**src/rtl/id_pkg.sv**
```systemverilog
// Shared decode constants for the ID/EX forwarding stage: opcodes, ALU codes,
// the registered control bundle and its bubble value.
package id_pkg;

    localparam logic [5:0] OP_SPECIAL = 6'b000000;
    localparam logic [5:0] OP_ADDIU   = 6'b001001;
    localparam logic [5:0] OP_SLTI    = 6'b001010;
    localparam logic [5:0] OP_SLTIU   = 6'b001011;
    localparam logic [5:0] OP_ANDI    = 6'b001100;
    localparam logic [5:0] OP_ORI     = 6'b001101;
    localparam logic [5:0] OP_XORI    = 6'b001110;
    localparam logic [5:0] OP_LUI     = 6'b001111;

    localparam logic [5:0] FN_SLT     = 6'b101010;
    localparam logic [5:0] FN_SLTU    = 6'b101011;

    typedef enum logic [7:0] {
        ALU_NOP   = 8'h00,
        ALU_SLT   = 8'h2A,
        ALU_SLTU  = 8'h2B,
        ALU_ADDIU = 8'h56,
        ALU_AND   = 8'h24,
        ALU_OR    = 8'h25,
        ALU_XOR   = 8'h26,
        ALU_LUI   = 8'h5C
    } aluop_e;

    typedef enum logic [2:0] {
        SEL_NOP   = 3'd0,
        SEL_LOGIC = 3'd1,
        SEL_SHIFT = 3'd2,
        SEL_ARITH = 3'd4
    } alusel_e;

    typedef enum logic [1:0] {
        IMM_NONE,
        IMM_SEXT,
        IMM_ZEXT,
        IMM_LUI
    } immsel_e;

    typedef struct packed {
        aluop_e  aluop;
        alusel_e alusel;
        logic    wreg;
        logic    valid;
        logic    inval;
    } idex_ctl_t;

    localparam idex_ctl_t BUBBLE_CTL = '{
        aluop:  ALU_NOP,
        alusel: SEL_NOP,
        wreg:   1'b0,
        valid:  1'b0,
        inval:  1'b0
    };

    // Extended to 64 bits; callers truncate to their datapath width.
    function automatic logic [63:0] ext_imm(input immsel_e sel, input logic [15:0] imm);
        logic [63:0] v;
        v = '0;
        case (sel)
            IMM_SEXT: v = 64'($signed(imm));
            IMM_ZEXT: v = 64'(imm);
            IMM_LUI:  v = 64'($signed({imm, 16'h0000}));
            default:  v = '0;
        endcase
        return v;
    endfunction

endpackage

```
**src/rtl/id_fwd_mux.sv**
```systemverilog
// Operand select for one read port: immediate, hard-wired zero, the lowest
// matching forwarding slot, or regfile data.
module id_fwd_mux #(
    parameter int unsigned DATA_W = 32,
    parameter int unsigned REG_AW = 5,
    parameter int unsigned N_FWD  = 2
) (
    input  logic                      i_read,
    input  logic [REG_AW-1:0]         i_addr,
    input  logic [DATA_W-1:0]         i_imm,
    input  logic [DATA_W-1:0]         i_rf_data,
    input  logic [N_FWD-1:0]          i_fwd_wreg,
    input  logic [N_FWD*REG_AW-1:0]   i_fwd_wd,
    input  logic [N_FWD*DATA_W-1:0]   i_fwd_wdata,
    output logic [DATA_W-1:0]         o_data
);

    logic w_hit;

    always_comb begin
        o_data = i_rf_data;
        w_hit  = 1'b0;
        if (!i_read) begin
            o_data = i_imm;
        end else if (i_addr == '0) begin
            o_data = '0;
        end else begin
            // Ascending scan with a hit flag keeps slot 0 (youngest) dominant.
            for (int unsigned k = 0; k < N_FWD; k++) begin
                if (!w_hit && i_fwd_wreg[k] && (i_fwd_wd[k*REG_AW +: REG_AW] == i_addr)) begin
                    o_data = i_fwd_wdata[k*DATA_W +: DATA_W];
                    w_hit  = 1'b1;
                end
            end
        end
    end

endmodule

```
**src/rtl/id_fwd_stage.sv**
```systemverilog
// Instruction decode for the compare/logic/immediate group with operand
// forwarding, load-use detection and the registered ID/EX boundary.
module id_fwd_stage
    import id_pkg::*;
#(
    parameter int unsigned DATA_W = 32,
    parameter int unsigned REG_AW = 5,
    parameter int unsigned N_FWD  = 2
) (
    input  logic                      clk,
    input  logic                      rst,
    input  logic [31:0]               pc_i,
    input  logic [31:0]               inst_i,
    input  logic                      valid_i,
    input  logic [DATA_W-1:0]         reg1_data_i,
    input  logic [DATA_W-1:0]         reg2_data_i,
    output logic                      reg1_read_o,
    output logic                      reg2_read_o,
    output logic [REG_AW-1:0]         reg1_addr_o,
    output logic [REG_AW-1:0]         reg2_addr_o,
    input  logic [N_FWD-1:0]          fwd_wreg_i,
    input  logic [N_FWD*REG_AW-1:0]   fwd_wd_i,
    input  logic [N_FWD*DATA_W-1:0]   fwd_wdata_i,
    input  logic                      ex_load_i,
    input  logic                      stall_i,
    input  logic                      flush_i,
    output logic                      stallreq_o,
    output logic [7:0]                aluop_o,
    output logic [2:0]                alusel_o,
    output logic [DATA_W-1:0]         reg1_o,
    output logic [DATA_W-1:0]         reg2_o,
    output logic [REG_AW-1:0]         wd_o,
    output logic                      wreg_o,
    output logic                      valid_o,
    output logic                      inval_o
);

    logic [5:0]        w_op;
    logic [5:0]        w_funct;
    logic [REG_AW-1:0] w_rs;
    logic [REG_AW-1:0] w_rt;
    logic [REG_AW-1:0] w_rd;
    logic [15:0]       w_imm;

    logic              w_rd1;
    logic              w_rd2;
    logic              w_itype;
    immsel_e           w_imm1_sel;
    immsel_e           w_imm2_sel;
    idex_ctl_t         w_ctl;
    logic [REG_AW-1:0] w_wd;
    logic [DATA_W-1:0] w_imm1;
    logic [DATA_W-1:0] w_imm2;
    logic [DATA_W-1:0] w_op1;
    logic [DATA_W-1:0] w_op2;
    logic              w_hz1;
    logic              w_hz2;
    logic              w_unused_pc;

    idex_ctl_t         r_ctl;
    logic [REG_AW-1:0] r_wd;
    logic [DATA_W-1:0] r_reg1;
    logic [DATA_W-1:0] r_reg2;

    assign w_op        = inst_i[31:26];
    assign w_funct     = inst_i[5:0];
    assign w_rs        = REG_AW'(inst_i[25:21]);
    assign w_rt        = REG_AW'(inst_i[20:16]);
    assign w_rd        = REG_AW'(inst_i[15:11]);
    assign w_imm       = inst_i[15:0];
    assign w_unused_pc = ^pc_i;

    always_comb begin
        w_rd1      = 1'b0;
        w_rd2      = 1'b0;
        w_itype    = 1'b0;
        w_imm1_sel = IMM_NONE;
        w_imm2_sel = IMM_NONE;
        w_wd       = '0;
        w_ctl      = '{aluop: ALU_NOP, alusel: SEL_NOP, wreg: 1'b0, valid: 1'b1, inval: 1'b0};
        case (w_op)
            OP_SPECIAL: begin
                if (w_funct == FN_SLT || w_funct == FN_SLTU) begin
                    w_rd1        = 1'b1;
                    w_rd2        = 1'b1;
                    w_wd         = w_rd;
                    w_ctl.wreg   = 1'b1;
                    w_ctl.alusel = SEL_ARITH;
                    w_ctl.aluop  = (w_funct == FN_SLT) ? ALU_SLT : ALU_SLTU;
                end else begin
                    w_ctl.inval  = 1'b1;
                end
            end
            OP_ADDIU: begin
                w_itype = 1'b1; w_rd1 = 1'b1; w_imm2_sel = IMM_SEXT;
                w_ctl.aluop = ALU_ADDIU; w_ctl.alusel = SEL_ARITH;
            end
            OP_SLTI: begin
                w_itype = 1'b1; w_rd1 = 1'b1; w_imm2_sel = IMM_SEXT;
                w_ctl.aluop = ALU_SLT; w_ctl.alusel = SEL_ARITH;
            end
            OP_SLTIU: begin
                w_itype = 1'b1; w_rd1 = 1'b1; w_imm2_sel = IMM_SEXT;
                w_ctl.aluop = ALU_SLTU; w_ctl.alusel = SEL_ARITH;
            end
            OP_ANDI: begin
                w_itype = 1'b1; w_rd1 = 1'b1; w_imm2_sel = IMM_ZEXT;
                w_ctl.aluop = ALU_AND; w_ctl.alusel = SEL_LOGIC;
            end
            OP_ORI: begin
                w_itype = 1'b1; w_rd1 = 1'b1; w_imm2_sel = IMM_ZEXT;
                w_ctl.aluop = ALU_OR; w_ctl.alusel = SEL_LOGIC;
            end
            OP_XORI: begin
                w_itype = 1'b1; w_rd1 = 1'b1; w_imm2_sel = IMM_ZEXT;
                w_ctl.aluop = ALU_XOR; w_ctl.alusel = SEL_LOGIC;
            end
            OP_LUI: begin
                w_itype = 1'b1; w_imm1_sel = IMM_LUI;
                w_ctl.aluop = ALU_LUI; w_ctl.alusel = SEL_LOGIC;
            end
            default: begin
                w_ctl.inval = 1'b1;
            end
        endcase
        if (w_itype) begin
            w_wd       = w_rt;
            w_ctl.wreg = 1'b1;
        end
        if (w_wd == '0) begin
            w_ctl.wreg = 1'b0;
        end
    end

    assign w_imm1 = DATA_W'(ext_imm(w_imm1_sel, w_imm));
    assign w_imm2 = DATA_W'(ext_imm(w_imm2_sel, w_imm));

    assign reg1_read_o = rst & w_rd1;
    assign reg2_read_o = rst & w_rd2;
    assign reg1_addr_o = reg1_read_o ? w_rs : '0;
    assign reg2_addr_o = reg2_read_o ? w_rt : '0;

    id_fwd_mux #(.DATA_W(DATA_W), .REG_AW(REG_AW), .N_FWD(N_FWD)) u_mux1 (
        .i_read      (w_rd1),
        .i_addr      (w_rs),
        .i_imm       (w_imm1),
        .i_rf_data   (reg1_data_i),
        .i_fwd_wreg  (fwd_wreg_i),
        .i_fwd_wd    (fwd_wd_i),
        .i_fwd_wdata (fwd_wdata_i),
        .o_data      (w_op1)
    );

    id_fwd_mux #(.DATA_W(DATA_W), .REG_AW(REG_AW), .N_FWD(N_FWD)) u_mux2 (
        .i_read      (w_rd2),
        .i_addr      (w_rt),
        .i_imm       (w_imm2),
        .i_rf_data   (reg2_data_i),
        .i_fwd_wreg  (fwd_wreg_i),
        .i_fwd_wd    (fwd_wd_i),
        .i_fwd_wdata (fwd_wdata_i),
        .o_data      (w_op2)
    );

    assign w_hz1 = w_rd1 && (w_rs != '0) && (w_rs == fwd_wd_i[REG_AW-1:0]);
    assign w_hz2 = w_rd2 && (w_rt != '0) && (w_rt == fwd_wd_i[REG_AW-1:0]);
    assign stallreq_o = rst & valid_i & ex_load_i & fwd_wreg_i[0] & ~flush_i & (w_hz1 | w_hz2);

    always_ff @(posedge clk or negedge rst) begin
        if (!rst) begin
            r_ctl  <= BUBBLE_CTL;
            r_wd   <= '0;
            r_reg1 <= '0;
            r_reg2 <= '0;
        end else if (flush_i || (!stall_i && (stallreq_o || !valid_i))) begin
            r_ctl  <= BUBBLE_CTL;
            r_wd   <= '0;
            r_reg1 <= '0;
            r_reg2 <= '0;
        end else if (!stall_i) begin
            r_ctl  <= w_ctl;
            r_wd   <= w_wd;
            r_reg1 <= w_op1;
            r_reg2 <= w_op2;
        end
    end

    assign aluop_o  = r_ctl.aluop;
    assign alusel_o = r_ctl.alusel;
    assign wreg_o   = r_ctl.wreg;
    assign valid_o  = r_ctl.valid;
    assign inval_o  = r_ctl.inval;
    assign wd_o     = r_wd;
    assign reg1_o   = r_reg1;
    assign reg2_o   = r_reg2;

endmodule
```
**config.mk**
```make
export PLATFORM = sky130hd
export DESIGN_NAME = id_fwd_stage
export DESIGN_NICKNAME = d
export VERILOG_FILES = /design/src/rtl/id_pkg.sv /design/src/rtl/id_fwd_mux.sv /design/src/rtl/id_fwd_stage.sv
export SDC_FILE = /design/constraint.sdc
export NUM_CORES = 1
export LEC_CHECK = 0
export ABC_AREA = 1
export CAP_MARGIN = 20
export CELL_PAD_IN_SITES_DETAIL_PLACEMENT = 0
export CELL_PAD_IN_SITES_GLOBAL_PLACEMENT = 1
export CORE_ASPECT_RATIO = 1.5
export CORE_MARGIN = 2
export CORE_UTILIZATION = 39
export DETAILED_ROUTE_END_ITERATION = 10
export DONT_BUFFER_PORTS = 1
export PLACE_DENSITY_LB_ADDON = 0.1
export SETUP_SLACK_MARGIN = 0.3
export SLEW_MARGIN = 5
export SYNTH_ARGS = -nofsm -noshare
export SYNTH_HDL_FRONTEND = slang
export SYNTH_HIERARCHICAL = 1
export SYNTH_SLANG_ARGS = --single-unit
```
**constraint.sdc**
```tcl
create_clock -name clk -period 1.35 [get_ports clk]
set_input_delay 0.27 -clock clk [delete_from_list [all_inputs] [get_ports clk]]
set_output_delay 0.27 -clock clk [all_outputs]
set_load 0.1 [all_outputs]
```
== After elaboration in Yosys (flattened, before gate mapping) ==
Cells that the tools add are included.

* Flip-flop bits (word level): 83

* Equal/unequal tests: 22
* Multiplexer cells: 43
* Bitwise operators: 9
* Reductions and logical operators: 28

{| class="wikitable"
|+ Operators by type and width
! cell !! number
|-
| $mux 32 || 12
|-
| $pmux 32 s3 || 2
|-
| $pmux 11 s8 || 1
|-
| $eq 6x4->1 const B || 7
|-
| $mux 5 || 7
|-
| $eq 5x5->1 || 6
|-
| $mux 14 || 2
|-
| $logic_not 5->1 || 3
|-
| $mux 1 || 14
|-
| $eq 6x6->1 const B || 2
|-
| $logic_and 1x1->1 || 11
|-
| $mux 10 || 1
|-
| $reduce_bool 5->1 || 2
|-
| $eq 2x2->1 const B || 4
|-
| $and 1x1->1 || 7
|-
| $reduce_or 7->1 || 1
|-
| $logic_not 6->1 || 1
|-
| $reduce_or 3->1 || 2
|-
| $reduce_or 6->1 || 1
|-
| $eq 2x1->1 const B || 2
|-
| $logic_not 1->1 || 4
|-
| $pmux 1 s2 || 2
|-
| $pmux 2 s2 || 1
|-
| $logic_or 1x1->1 || 3
|-
| other kinds (4) || 4
|}

== Logic depth before layout (Yosys ltp) ==
* Depth after elaboration: 13
* Gate-level depth with buffers: 16
* Depth with buffers taken out: 15

== Modules after synthesis ==
Netlist, hierarchy kept.

{| class="wikitable"
|+ By module, submodules not included
! module !! times used !! cells an instance !! area each (µm²) !! sequential area each (µm²)
|-
| id_fwd_stage || 1 || 540 || 4,285.4 || 2,001.9
|-
| id_fwd_mux || 2 || 403 || 1,941.9 || 0.0
|}

== Worst setup path after synthesis ==
OpenSTA, ideal clock, no wires.

* Path type: input to output
* Start point: input inst_i[4]
* End point: output reg2_addr_o[0]
* Arrival: 3.618 ns
* Data required time: 1.080 ns
* Path slack: -2.538 ns
* Stages: 7
* Cell sequence: inv_2 > nand2_1 > nor3_1 > nand2_2 > nor2_1 > inv_1 > nor2_1

* Cells in the longest elaborated chain, start to end: 6
* Elaborated cells on any way between the ends: 7
* Those cells by class: eq/ne (2); mux (3); bitwise (1); reduce/logical (1)

{| class="wikitable"
|+ Ends and longest elaborated chain
! what !! RTL line !! text
|-
| start, declared || id_fwd_stage.sv:13 || <nowiki>input logic [31:0] inst_i,</nowiki>
|-
| $eq 6x6->1 || id_fwd_stage.sv:83 || <nowiki>if (w_funct == FN_SLT || w_funct == FN_SLTU) begin</nowiki>
|-
| $logic_or 1x1->1 (*) || id_fwd_stage.sv:83 ||
|-
| $mux 1 (*) || id_fwd_stage.sv:83 ||
|-
| $mux 1 (*) || id_fwd_stage.sv:81 || <nowiki>case (w_op)</nowiki>
|-
| $and 1x1->1 (*) || id_fwd_stage.sv:139 || <nowiki>assign reg2_read_o = rst & w_rd2;</nowiki>
|-
| net reg2_read_o || id_fwd_stage.sv:18 || <nowiki>output logic reg2_read_o,</nowiki>
|-
| $mux 5 (*) || id_fwd_stage.sv:141 || <nowiki>assign reg2_addr_o = reg2_read_o ? w_rt : '0;</nowiki>
|-
| end, declared || id_fwd_stage.sv:20 || <nowiki>output logic [REG_AW-1:0] reg2_addr_o,</nowiki>
|}

Mark *: on every way through the listed nets, which the timed path passes. The rest lies on a longest branch.

== Final worst setup path ==
* Start point: input inst_i[28]
* End point: output reg2_addr_o[3]

* Cells in the longest elaborated chain, start to end: 4

{| class="wikitable"
|+ Ends and longest elaborated chain
! what !! RTL line
|-
| $logic_not 6->1 || id_fwd_stage.sv:81
|-
| $mux 1 || id_fwd_stage.sv:81
|-
| $and 1x1->1 || id_fwd_stage.sv:139
|-
| $mux 5 || id_fwd_stage.sv:141
|}

Every way passes these cells.

==> summary.md <==
| Metric | Value |
|---|---|
| Overall power | 6.808 mW |
| CP arrival | 1.39 ns |
| Total internal power | approximately 4.4 mW |
| Static Leak | 5.278 nW |
| Total global routing overflow | 0 |
| Clk Latency, worst-skew pair | 0.36 ns |
| Worst setup margin | -0.3090 ns |
| Die Ht | ~180 um |
| Synthesized area per cell | 6.069 sq um |
| Finished Layout Cells | around 1700 |
| Core area | 0.02050 sq mm |
| Commonest non-fill, non-tap cell in the layout | nand2_1 |
| IO Count | 306 |
| Starting Density | around two fifths |
| Most frequent cells in the layout | 487 x nand2_1, 119 x nand3_2, 110 x inv_1 |
| Gpl congestion | ~0.89 |
| Tightest Pin Transition | 0.5694 ns |
| Synth warn | 6 |
| Share of cells above drive strength 1 | 35.59% |
| Final Hold Vio Count | 80 |
| Full die area | 0.02214 sq mm |
| Register Area | 0.002302 sq mm |
| Number of synthesized flops with an enable pin | 0 |
| Maxcap violations | 0 |
| FMAX | 602.8 MHz |
| VDD IR max | 0.0005384 V |
| TritonRoute pass-1 iters | 5 |
| Maximum clock insertion buffer count | 2 |
| RSZ-0062 raised after global routing | true |
| Hold slack | -0.3867 ns |
| Routed via count | between 8000 and 9000 |
| Status | complete, but fails checks |
| P&R area growth vs syn | 32.19% |
| Worst Path Required | 1.08 ns |
| Max-slew headroom | 62.04% |
| Placed cell area | 0.009893 sq mm |
| TritonCTS buffer count | 9 |
| Final Net Count | around 1600 |
| Failing checks | negative hold slack, negative setup slack |
| Post-synthesis sequential area ratio | between 20% and 30% |
| Final WL | 33.63 mm |
| Dpl cells | 1668 |
| FFs w/ async S/R, synth | 100.0% |
| Hold crit path type | input pin to asynchronous set/reset pin |
| Vias in the first global route | 8925 |
| Clock power frac | 35.7% |
| Post-route cell area | 0.01080 sq mm |
| Initial DRC Count | approximately 550 |
| Clk slew on worst S/H paths | 0.06 ns |
| Max FO, Critical Path | 5 |
| Netlist cell types | 29 |
| Initial antenna violation count | 0 |
| Antenna cells | 0 |
| Synthesized netlist cell count | 1346 |
| Sink Count | 80 |
| Multi-input logic area | ~0.0054 sq mm |
| WS Path Type | input pin to primary output |
| Largest net degree at the start of global routing | between 80 and 90 |
| Tmin final | 1.659 ns |
| Via density | 5.124 |
| Final Skew | 0 ns |
| Flops & latches, synth | 80 |
| DP HPWL | 26.09 mm |
| Psw | 2.417 mW |
| WL/cell | 19.82 um |
| Total track usage | 30.82% |
| Max-slew violations | 0 |
| Row cnt | 64 |
| Antenna-violating nets left | 0 |
| Ys flop type | dfrtp_1 |
| TritonCTS clock tree | yes |
| Final Setup Violations | 30 |
| Critical Path Start Type | input pin |
| Global-route wire length before repair | approximately 51 mm |
| Port bufs | 0 |
| Clk root buf | clkbuf_16 |
| Fill count | around 2100 |
| Logic pwr share | 23.6% |
| Tcrit/Tclk final | 122.9% |
| Crit end category | primary output |
| H-tree Lvls | 3 |
| DRC | 0 |
| Switching share of total power | 35.50% |
| Mapped cell area | 0.008169 sq mm |
| Die width | approximately 120 um |
| Pwr/cell area | 630.4 mW/mm^2 |
| Final setup TNS | -3.872 ns |
| Reg power frac | roughly 40% |
critical path: stages:
cell     delay (ns)
nor2_4         0.11
nand3_4        0.10
inv_2          0.08
nand2_4        0.06
buf_12         0.14
nor2_4         0.08
inv_1          0.19
nor2_4         0.17
buf_12         0.18
stage by stage:
stage          utilization (%)  setup slack, ns
6_report                 52.68          -0.3090
4_1_cts                  51.87          -0.2946
2_1_floorplan                -          -0.9333
3_5_place_dp             48.26          -0.4525
3_3_place_gp             48.26          -0.4618
5_1_grt                  52.68          -0.3751
state kept, by name, summed over array words and instances (netlist names):
name,cells
wd_o,5
aluop_o,6
reg1_o,32
inval_o,1
wreg_o,1
alusel_o,2
reg2_o,32
valid_o,1
routing by layer:
metal	routed length, um	track usage [%]	up-vias	part of all wire, %
met5	0	0	-	0
met4	1691	14.76	0	5.0
met3	2818	9.122	67	8.4
met2	17170	54.75	298	51
met1	11950	32.75	4039	36
li1	-	-	4291	-
Yosys cell counts (2+ instances only):
cell type / count / area share, %
nand2_1: 560 / 26
inv_1: 119 / 5.5
nand3_2: 108 / 13
nand3_1: 106 / 6.5
nor2_1: 82 / 3.8
dfrtp_1: 80 / 25
nand4_1: 67 / 5.1
clkinv_1: 61 / 2.8
clkbuf_1: 37 / 1.7
inv_2: 21 / 0.96
buf_2: 20 / 1.2
buf_6: 20 / 2.8
nand2_2: 12 / 0.92
o21ai_1: 9 / 0.55
nor2_4: 8 / 1.1
xnor2_1: 6 / 0.64
buf_8: 5 / 0.92
o21ai_0: 4 / 0.25
buf_4: 3 / 0.28
nor2_2: 3 / 0.23
o211ai_1: 3 / 0.28
a21oi_1: 2 / 0.12
buf_1: 2 / 0.092
nand2_4: 2 / 0.28
nor3_1: 2 / 0.12
worst paths after layout:
kind                       cells after the start        from              to  slack (ns)
min in group clk                               4  inst_i[27]      aluop_o[1]        0.20
hold / removal                                 0         rst      reg2_o[17]       -0.39
setup / recovery                               9  inst_i[28]  reg2_addr_o[3]       -0.31
max in group asynchronous                      0         rst         valid_o        1.52
setup reg to reg                               2  aluop_o[4]      aluop_o[4]        0.29
hold reg to reg                                2   reg2_o[1]       reg2_o[1]        0.80
cell families (layout without fill, tap and decap cells):
kind of cell           count (synthesis)  in the layout  synth area share, %
flip-flops                            80             80                24.51
AO/OA/AOI/OAI                         18             18                1.195
XOR/XNOR                               6              6               0.6433
other                                  1             18              0.04590
AND/OR/NAND/NOR                      951            951                57.08
buffers and inverters                290            360                16.53
area by class of cell:
class	count	share of cell area, %
multi-input combinational	993	49.96
sequential	80	21.32
timing repair buffer	142	15.27
inverter	202	7.763
tap	264	3.059
clock buffer	11	2.248
clock inverter	5	0.3823
power by group through the flow:
stage / clock, mW / sequential, mW / combinational, mW
final: 2.43 / 2.77 / 1.61
after global routing: 2.57 / 2.77 / 1.75
after CTS: 2.50 / 2.77 / 1.56
after detailed placement: 0 / 2.80 / 1.49
after global placement: 0 / 2.80 / 1.49
after floorplan: 0 / 2.77 / 0.994
what timing repair did:
action,4_1_cts,5_1_grt
pin swaps,14,13
setup endpoints to repair,174,174
cloned,2,1
setup buffers,9,1
gates resized for setup,117,51
endpoints found under the hold margin,80,80
No activity file was read; power rests on OpenSTA's default activity.
